[src/rtl/csr_access_unit.sv]
// Zicsr execute unit: read-modify-write of one CSR per instruction, old value returned for rd.
// Optional illegal-instruction detection is enabled with `define CSR_ACCESS_ILLEGAL_EN.
module csr_access_unit (
    input  logic        clk,
    input  logic        rst,
    input  logic        instr_valid,
    output logic        instr_ready,
    input  logic [2:0]  funct3,
    input  logic [11:0] csr_addr,
    input  logic [4:0]  rs1_idx,
    input  logic [31:0] rs1_data,
    input  logic [4:0]  rd_idx,
    output logic        csr_read,
    output logic [11:0] csr_read_address,
    input  logic [31:0] csr_read_data,
    output logic [1:0]  csr_write_back,
    output logic [11:0] csr_write_back_address,
    output logic [31:0] csr_write_back_data,
    output logic        result_valid,
    input  logic        result_ready,
    output logic [4:0]  result_rd,
    output logic [31:0] result_data,
    output logic        result_illegal
);

    localparam logic [1:0] StIdle = 2'd0;
    localparam logic [1:0] StRead = 2'd1;
    localparam logic [1:0] StExec = 2'd2;
    localparam logic [1:0] StResp = 2'd3;

    // funct3[1:0] selects the operation; funct3[2] selects the immediate operand.
    localparam logic [1:0] OpNone  = 2'b00;
    localparam logic [1:0] OpWrite = 2'b01;
    localparam logic [1:0] OpSet   = 2'b10;
    localparam logic [1:0] OpClear = 2'b11;

    logic [1:0]  state_q, state_d;
    logic [1:0]  op_q;
    logic [31:0] operand_q;
    logic [11:0] addr_q;
    logic [4:0]  rd_q;
    logic        do_read_q;
    logic        do_write_q;

    logic [1:0]  wb_cmd_q;
    logic [11:0] wb_addr_q;
    logic [31:0] wb_data_q;
    logic        res_valid_q;
    logic [4:0]  res_rd_q;
    logic [31:0] res_data_q;
    logic        res_illegal_q;

    logic [1:0]  dec_op;
    logic [31:0] dec_operand;
    logic        dec_read;
    logic        dec_write;
    logic        dec_illegal;
    logic        accept;
    logic [31:0] old_val;
    logic [31:0] new_val;

    always_comb begin
        dec_op      = funct3[1:0];
        dec_operand = funct3[2] ? {27'b0, rs1_idx} : rs1_data;
        dec_read    = !((dec_op == OpWrite) && (rd_idx == 5'd0));
        dec_write   = (dec_op == OpWrite) || ((dec_op != OpNone) && (rs1_idx != 5'd0));
`ifdef CSR_ACCESS_ILLEGAL_EN
        dec_illegal = (dec_op == OpNone) || (dec_write && (csr_addr[11:10] == 2'b11));
`else
        dec_illegal = 1'b0;
`endif
        accept      = instr_valid && (state_q == StIdle);
    end

    always_comb begin
        state_d = state_q;
        unique case (state_q)
            StIdle: begin
                if (accept) begin
                    if (dec_illegal) begin
                        state_d = StResp;
                    end else if (dec_read) begin
                        state_d = StRead;
                    end else begin
                        state_d = StExec;
                    end
                end
            end
            StRead:  state_d = StExec;
            StExec:  state_d = StResp;
            StResp:  if (result_ready) state_d = StIdle;
            default: state_d = StIdle;
        endcase
    end

    // Suppressed reads behave as if the CSR held zero.
    always_comb begin
        old_val = do_read_q ? csr_read_data : 32'd0;
        unique case (op_q)
            OpWrite: new_val = operand_q;
            OpSet:   new_val = old_val | operand_q;
            OpClear: new_val = old_val & ~operand_q;
            default: new_val = old_val;
        endcase
    end

    always_ff @(posedge clk) begin
        if (rst) begin
            state_q       <= StIdle;
            op_q          <= OpNone;
            operand_q     <= 32'd0;
            addr_q        <= 12'd0;
            rd_q          <= 5'd0;
            do_read_q     <= 1'b0;
            do_write_q    <= 1'b0;
            wb_cmd_q      <= 2'b00;
            wb_addr_q     <= 12'd0;
            wb_data_q     <= 32'd0;
            res_valid_q   <= 1'b0;
            res_rd_q      <= 5'd0;
            res_data_q    <= 32'd0;
            res_illegal_q <= 1'b0;
        end else begin
            state_q  <= state_d;
            // Write-back is a one-cycle pulse regardless of result backpressure.
            wb_cmd_q <= 2'b00;
            unique case (state_q)
                StIdle: begin
                    if (accept) begin
                        op_q       <= dec_op;
                        operand_q  <= dec_operand;
                        addr_q     <= csr_addr;
                        rd_q       <= rd_idx;
                        do_read_q  <= dec_read && !dec_illegal;
                        do_write_q <= dec_write && !dec_illegal;
                        if (dec_illegal) begin
                            res_valid_q   <= 1'b1;
                            res_rd_q      <= rd_idx;
                            res_data_q    <= 32'd0;
                            res_illegal_q <= 1'b1;
                        end
                    end
                end
                StExec: begin
                    res_valid_q   <= 1'b1;
                    res_rd_q      <= rd_q;
                    res_data_q    <= old_val;
                    res_illegal_q <= 1'b0;
                    wb_addr_q     <= addr_q;
                    wb_data_q     <= new_val;
                    if (do_write_q) wb_cmd_q <= 2'b11;
                end
                StResp: begin
                    if (result_ready) res_valid_q <= 1'b0;
                end
                default: ;
            endcase
        end
    end

    always_comb begin
        instr_ready            = !rst && (state_q == StIdle);
        csr_read               = !rst && (state_q == StRead);
        csr_read_address       = rst ? 12'd0 : addr_q;
        csr_write_back         = rst ? 2'b00 : wb_cmd_q;
        csr_write_back_address = rst ? 12'd0 : wb_addr_q;
        csr_write_back_data    = rst ? 32'd0 : wb_data_q;
        result_valid           = !rst && res_valid_q;
        result_rd              = rst ? 5'd0 : res_rd_q;
        result_data            = rst ? 32'd0 : res_data_q;
        result_illegal         = !rst && res_illegal_q;
    end

endmodule

[config.mk]
export PLATFORM = sky130hd
export DESIGN_NAME = csr_access_unit
export DESIGN_NICKNAME = d
export VERILOG_FILES = /design/src/rtl/csr_access_unit.sv
export SDC_FILE = /design/constraint.sdc
export NUM_CORES = 1
export LEC_CHECK = 0
export CORE_MARGIN = 1
export CORE_UTILIZATION = 25
export CTS_CLUSTER_DIAMETER = 120
export DETAILED_ROUTE_END_ITERATION = 16
export SLEW_MARGIN = 20
export SYNTH_ARGS = -nofsm -noshare
export SYNTH_HDL_FRONTEND = slang
export SYNTH_SLANG_ARGS = --single-unit
[constraint.sdc]
create_clock -name clk -period 1.8 [get_ports clk]
set_clock_uncertainty 0.05 [all_clocks]
set_input_delay 0.18 -clock clk [delete_from_list [all_inputs] [get_ports clk]]
set_output_delay 0.18 -clock clk [all_outputs]
set_load 0.01 [all_outputs]
==> Word level (Yosys, flattened, before mapping) <==
Cells that the tools add are included.
{ "totals": {"ff_bits": 139, "inputBits": 93, "output_inout_bits": 99} }
{ "op_classes": {"eq_ne": 9, "muxes": 16, "n_bitwise": 4, "n_reduce_logical": 18} }
{ "ops": {"columns": ["op", "count"], "rows": [
  ["$mux W32", 4],
  ["$pmux W32 S3", 1],
  ["$and A32 B32 Y32", 1],
  ["$not A32 Y32", 1],
  ["$or A32 B32 Y32", 1],
  ["$mux W12", 2],
  ["$mux W2", 5],
  ["$eq A2 B2 Y1 const B", 4],
  ["$pmux W2 S4", 1],
  ["$eq A2 B1 Y1 const B", 3],
  ["$logic_and A1 B1 Y1", 6],
  ["$reduce_and A2 Y1", 3],
  ["$logic_not A5 Y1", 1],
  ["$mux W5", 1],
  ["$reduce_bool A5 Y1", 1],
  ["$ne A2 B2 Y1 const B", 2],
  ["$reduce_bool A2 Y1", 2],
  ["$logic_not A1 Y1", 2],
  ["$logic_not A2 Y1", 1],
  ["$pmux W1 S2", 1],
  ["$reduce_or A2 Y1", 1],
  ["$logic_or A1 B1 Y1", 1],
  ["$mux W1", 1],
  ["$not A1 Y1", 1]
]} }

==> Longest topological paths before layout <==
Gate-level depths: netlist of run 1.
{ "depth": {"word_depth": 5, "mapped_depth": 8, "ltp_nobuf": 5} }

==> Worst setup path after synthesis of run 1 <==
Ideal clock, no wire load.
{ "synth_path": {"kind": "register to register", "start": "reg state_q[0]", "end": "reg addr_q[5]", "setup_ps": 132, "arrival_ps": 1323, "t_required_ps": 1618, "path_slack_ps": 295, "path_stages_with_launch": 9, "n_path_buf": 3, "period_less_slack_ps": 1505, "path_cell_list": "dfxtp_1 > inv_1 > ha_1 > and2_1 > buf_2 > buf_2 > buf_2 > nand2_1 > a21oi_1"} }
{ "synth_between": {"elab_chain_cells": 3} }
{ "synth_lines": {"columns": ["element", "line", "source"], "rows": [
  ["from (decl)", "37", "logic [1:0] state_q, state_d;"],
  ["from (signal assigned)", "109", "state_q <= StIdle;"],
  ["from (signal assigned)", "124", "state_q <= state_d;"],
  ["$logic_not A2 Y1 (*)", "72, 127", null],
  ["$logic_and A1 B1 Y1", "72", "accept = instr_valid && (state_q == StIdle);"],
  ["$reduce_and A2 Y1 (no line) (*)", null, null],
  ["to (signal assigned)", "132", "addr_q <= csr_addr;"],
  ["to (decl)", "40", "logic [11:0] addr_q;"]
]} }
Mark *: on every way between the ends. The rest lies on a longest branch, timed or not.
A chain may end at the register's enable or synchronous reset.

==> Worst setup path after layout of run 1 <==
{ "layout_path": {"start": "reg wb_data_q[30]", "end": "out csr_write_back_data[30]"} }
{ "layout_between": {"elab_chain_cells": 1} }
{ "layout_lines": {"columns": ["element", "line", "source"], "rows": [
  ["from (decl)", "47", "logic [31:0] wb_data_q;"],
  ["from (signal assigned)", "150", "wb_data_q <= new_val;"],
  ["$mux W32", "167", "csr_write_back_data = rst ? 32'd0 : wb_data_q;"],
  ["to (decl)", "18", "output logic [31:0] csr_write_back_data,"]
]} }
No other way between the ends.

==> impl_metrics.py, run 1 <==
metrics = {
    "floorplanning": {
        "dieArea_um2": 26900,
        "die_width_um": 164,
        "rows": 58,
        "die_h_um": 164,
        "core_area_um2": 25500,
        "start_util_pct": 25.8,
        "io_pins": 192,
    },
    "critical_path": {
        "cpPeakStageDelay_ps": 560,
        "crit_chain": "nor2b_2, clkdlybuf4s50_1",
        "path_max_fanout": 2,
        "worst-path-buf-inv": 1,
        "cp_slowest_cell": "clkdlybuf4s50_1",
        "rr_startpoint": "op_q[0]",
        "required_ps": 1570,
        "critPathTopFamily": "buffers and inverters",
        "critical_path_class": "register to primary output",
        "critPathLaunchType": "register",
        "r2r_cells": 3,
        "cp-end-kind": "primary output",
        "reg2reg_slack_ps": 150,
        "cp_data_arrival_time_ps": 1490,
        "r2r_end": "wb_data_q[12]",
    },
    "route": {
        "wl_met2_um": 9570,
        "via_per_inst": 4.63,
        "first_pass_iters": 6,
        "wire_per_inst_um": 15.5,
        "vias": 6019,
        "met1Wirelength_um": 9410,
        "top_layer_used": "met4",
        "ant_nets": 0,
        "wl_met3_um": 936,
        "remaining_drc_errors": 0,
        "drt_iter0_drc": 339,
        "wl_um": 20100,
    },
    "clock_tree": {
        "post_cts_buffers": 0,
        "cts_tree": "yes",
        "cts.clk_slew.worst_paths_ps": 60,
        "cts_max_path_buffers": 2,
        "htreeDepth": 4,
        "cts_root_buf": "clkbuf_16",
        "clock_latency_ps": 410,
        "cts_buffers": 17,
        "clock_sink_count": 138,
        "cts_hold_buf": 0,
    },
    "outcome": {
        "status": "complete, no violations",
    },
    "global_routing": {
        "first_global_vias": 5547,
        "grt_max_degree": 78,
        "grt_pass1_wl_um": 31000,
        "antenna_found_initial": 0,
        "grt_remaining_overflow": 0,
        "track_usage_pct": 15.0,
    },
    "finish": {
        "area_growth_pct": 45.0,
        "drive_gt1_share_pct": 7.84,
        "n_antenna_cell": 0,
        "fin_nets": 1054,
        "nFillCells": 2642,
    },
    "logic_synthesis": {
        "synth_cell_types": 37,
        "synth_area_per_cell_um2": 8.26,
        "synth_area_leaders": "dfxtp_1, nor2b_1, nand2_1",
        "yosysMostFrequentCell": "dfxtp_1",
        "ys_seq_area_share_pct": 42.1,
        "synthFlopType": "dfxtp_1",
        "syn-num-nets": 892,
        "syn_area_um2": 6560,
        "yosysWarnings": 0,
        "synth_edf_count": 0,
        "async_flop_share_pct": 0,
        "synth_commonest_cells": "dfxtp_1, nand2_1, nor2b_1",
        "ys_ff_latch": 138,
        "yosysTopAreaCellShare_pct": 42.1,
        "yosys.area.top_type": "dfxtp_1",
        "syn_inst": 794,
    },
    "sta": {
        "tightest_slew_ps": 945,
        "final-hold-violation-count": 0,
        "finalSetupViolations": 0,
        "post-route-period-util_pct": 95.6,
        "max_slew_margin_pct": 36.8,
        "slew_violations": 0,
        "hold_ws_ps": 58.0,
        "rsz0062_at_grt": "no",
        "max_freq_mhz": 581,
        "period_needed_ps": 1720,
        "fin_ws_ps": 78.7,
        "setup_tns_ps": 0,
    },
    "place": {
        "routabilityCongestion": 0.735,
        "place_hpwl_um": 13800,
        "post-place-ws_ps": 68.8,
        "portBuffers": 190,
    },
    "min_path": {
        "min_from": "rst",
        "holdPathStages": 2,
        "whs_endpoint": "operand_q[10]",
        "hp-class": "input port to register",
    },
    "power": {
        "p_leak_nw": 3.40,
        "powerDensity_nw_per_um2": 1100,
        "totalPowerFinal_w": 0.0104,
        "ir_drop_mv": 0.569,
    },
    "job": {
        "max_cap_violations": 0,
    },
}
cell families after synthesis:
kind of cell / after synthesis / synth area share, %
buf+inv: 81 / 5.61
xor+xnor: 19 / 2.54
other cells: 1 / 0.0572
fa+ha+maj: 5 / 0.953
mux: 23 / 3.51
flops: 138 / 42.1
simple gates: 340 / 26.9
compound gates: 187 / 18.3
worst register-to-register path: stages, from the launching register on:
cell     delay, ps
dfxtp_1        400
nor2_1         750
a22o_1         270
o31ai_1         60
per-layer routing:
metal,track usage [%],vias to the layer above
met5,0,-
met4,4.38,0
met3,2.88,10
met2,24.2,153
met1,20.1,2829
li1,-,3027
cell type report:
class                           instances  area (um^2)  area share [%]
Tap cell                              330          413            4.34
Clock inverter                         10          163            1.71
Timing Repair Buffer                  219         2210            23.2
Clock buffer                           22          484            5.09
Sequential cell                       138         2770            29.1
Inverter                                5         18.8           0.197
Multi-Input combinational cell        575         3460            36.4
layout by cell type (no fill, tap or decap), types with 2 or more instances in the layout:
cell,count
mux2i_1,23
a221oi_1,19
nand2_1,111
nand2b_1,35
buf_4,22
clkdlybuf4s50_1,186
dfxtp_1,134
inv_1,3
dfxtp_2,4
nor2_1,30
buf_12,7
inv_2,2
nand3_1,33
a21oi_1,78
clkinv_2,2
nand3b_1,27
a21o_1,19
o31ai_1,14
dlygate4sd2_1,2
a211oi_1,5
a31oi_1,13
nor2b_1,95
clkbuf_16,17
clkinvlp_4,2
clkbuf_8,4
ha_1,3
bufinv_16,4
o21ai_0,19
a22o_1,13
xnor2_1,19
through the flow:
| stage | std cells | util, % | instance area, um^2 |
|---|---|---|---|
| 6_report | 1299 | 37.4 | 9520 |
| 5_1_grt | 1299 | 37.4 | 9520 |
| 4_1_cts | 1299 | 37.3 | 9510 |
| 3_5_place_dp | 1267 | 34.8 | 8860 |
| 3_3_place_gp | 1267 | 34.8 | 8860 |
| 2_1_floorplan | 794 | - | 6560 |
registers in the layout, indices dropped and copies added (netlist names):
| register | cells |
|---|---|
| operand_q | 32 |
| res_data_q | 32 |
| wb_data_q | 32 |
| addr_q | 12 |
| wb_addr_q | 12 |
| rd_q | 5 |
| res_rd_q | 5 |
| op_q | 2 |
| state_q | 2 |
| do_read_q | 1 |
| do_write_q | 1 |
| res_valid_q | 1 |
| wb_cmd_q | 1 |
power breakdown:
part	leakage, nW	internal [W]	total (W)	switching, W
combinational	1.96	0.00130	0.00296	0.00166
sequential	1.12	0.00338	0.00361	0.000230
clock	0.313	0.00247	0.00386	0.00139
total	3.40	0.00716	0.0104	0.00328
how the worst max path moves through the flow:
stage                  startpoint  slack (ps)                       to  cells past startpoint
finish              wb_data_q[30]          80  csr_write_back_data[30]                      2
global route          wb_cmd_q[0]           3        csr_write_back[0]                      2
CTS                 wb_data_q[30]           2  csr_write_back_data[30]                      2
detailed placement      rd_idx[0]          70               state_q[1]                      5
global placement        rd_idx[0]          90               state_q[1]                      5
floorplan              state_q[0]         290                addr_q[5]                      8
timing repair:
action	4_1_cts	5_1_grt
setup endpoints to repair	2	4
pin swaps	0	0
resized for setup	5	4
Power figures use the tool's default switching activity.
==> inputs of run 2 (changes only) <==
ABC_AREA = 0   (was not set)
==> results of run 2 <==
No change in the layout: final DEF, timing and power equal those of run 1.
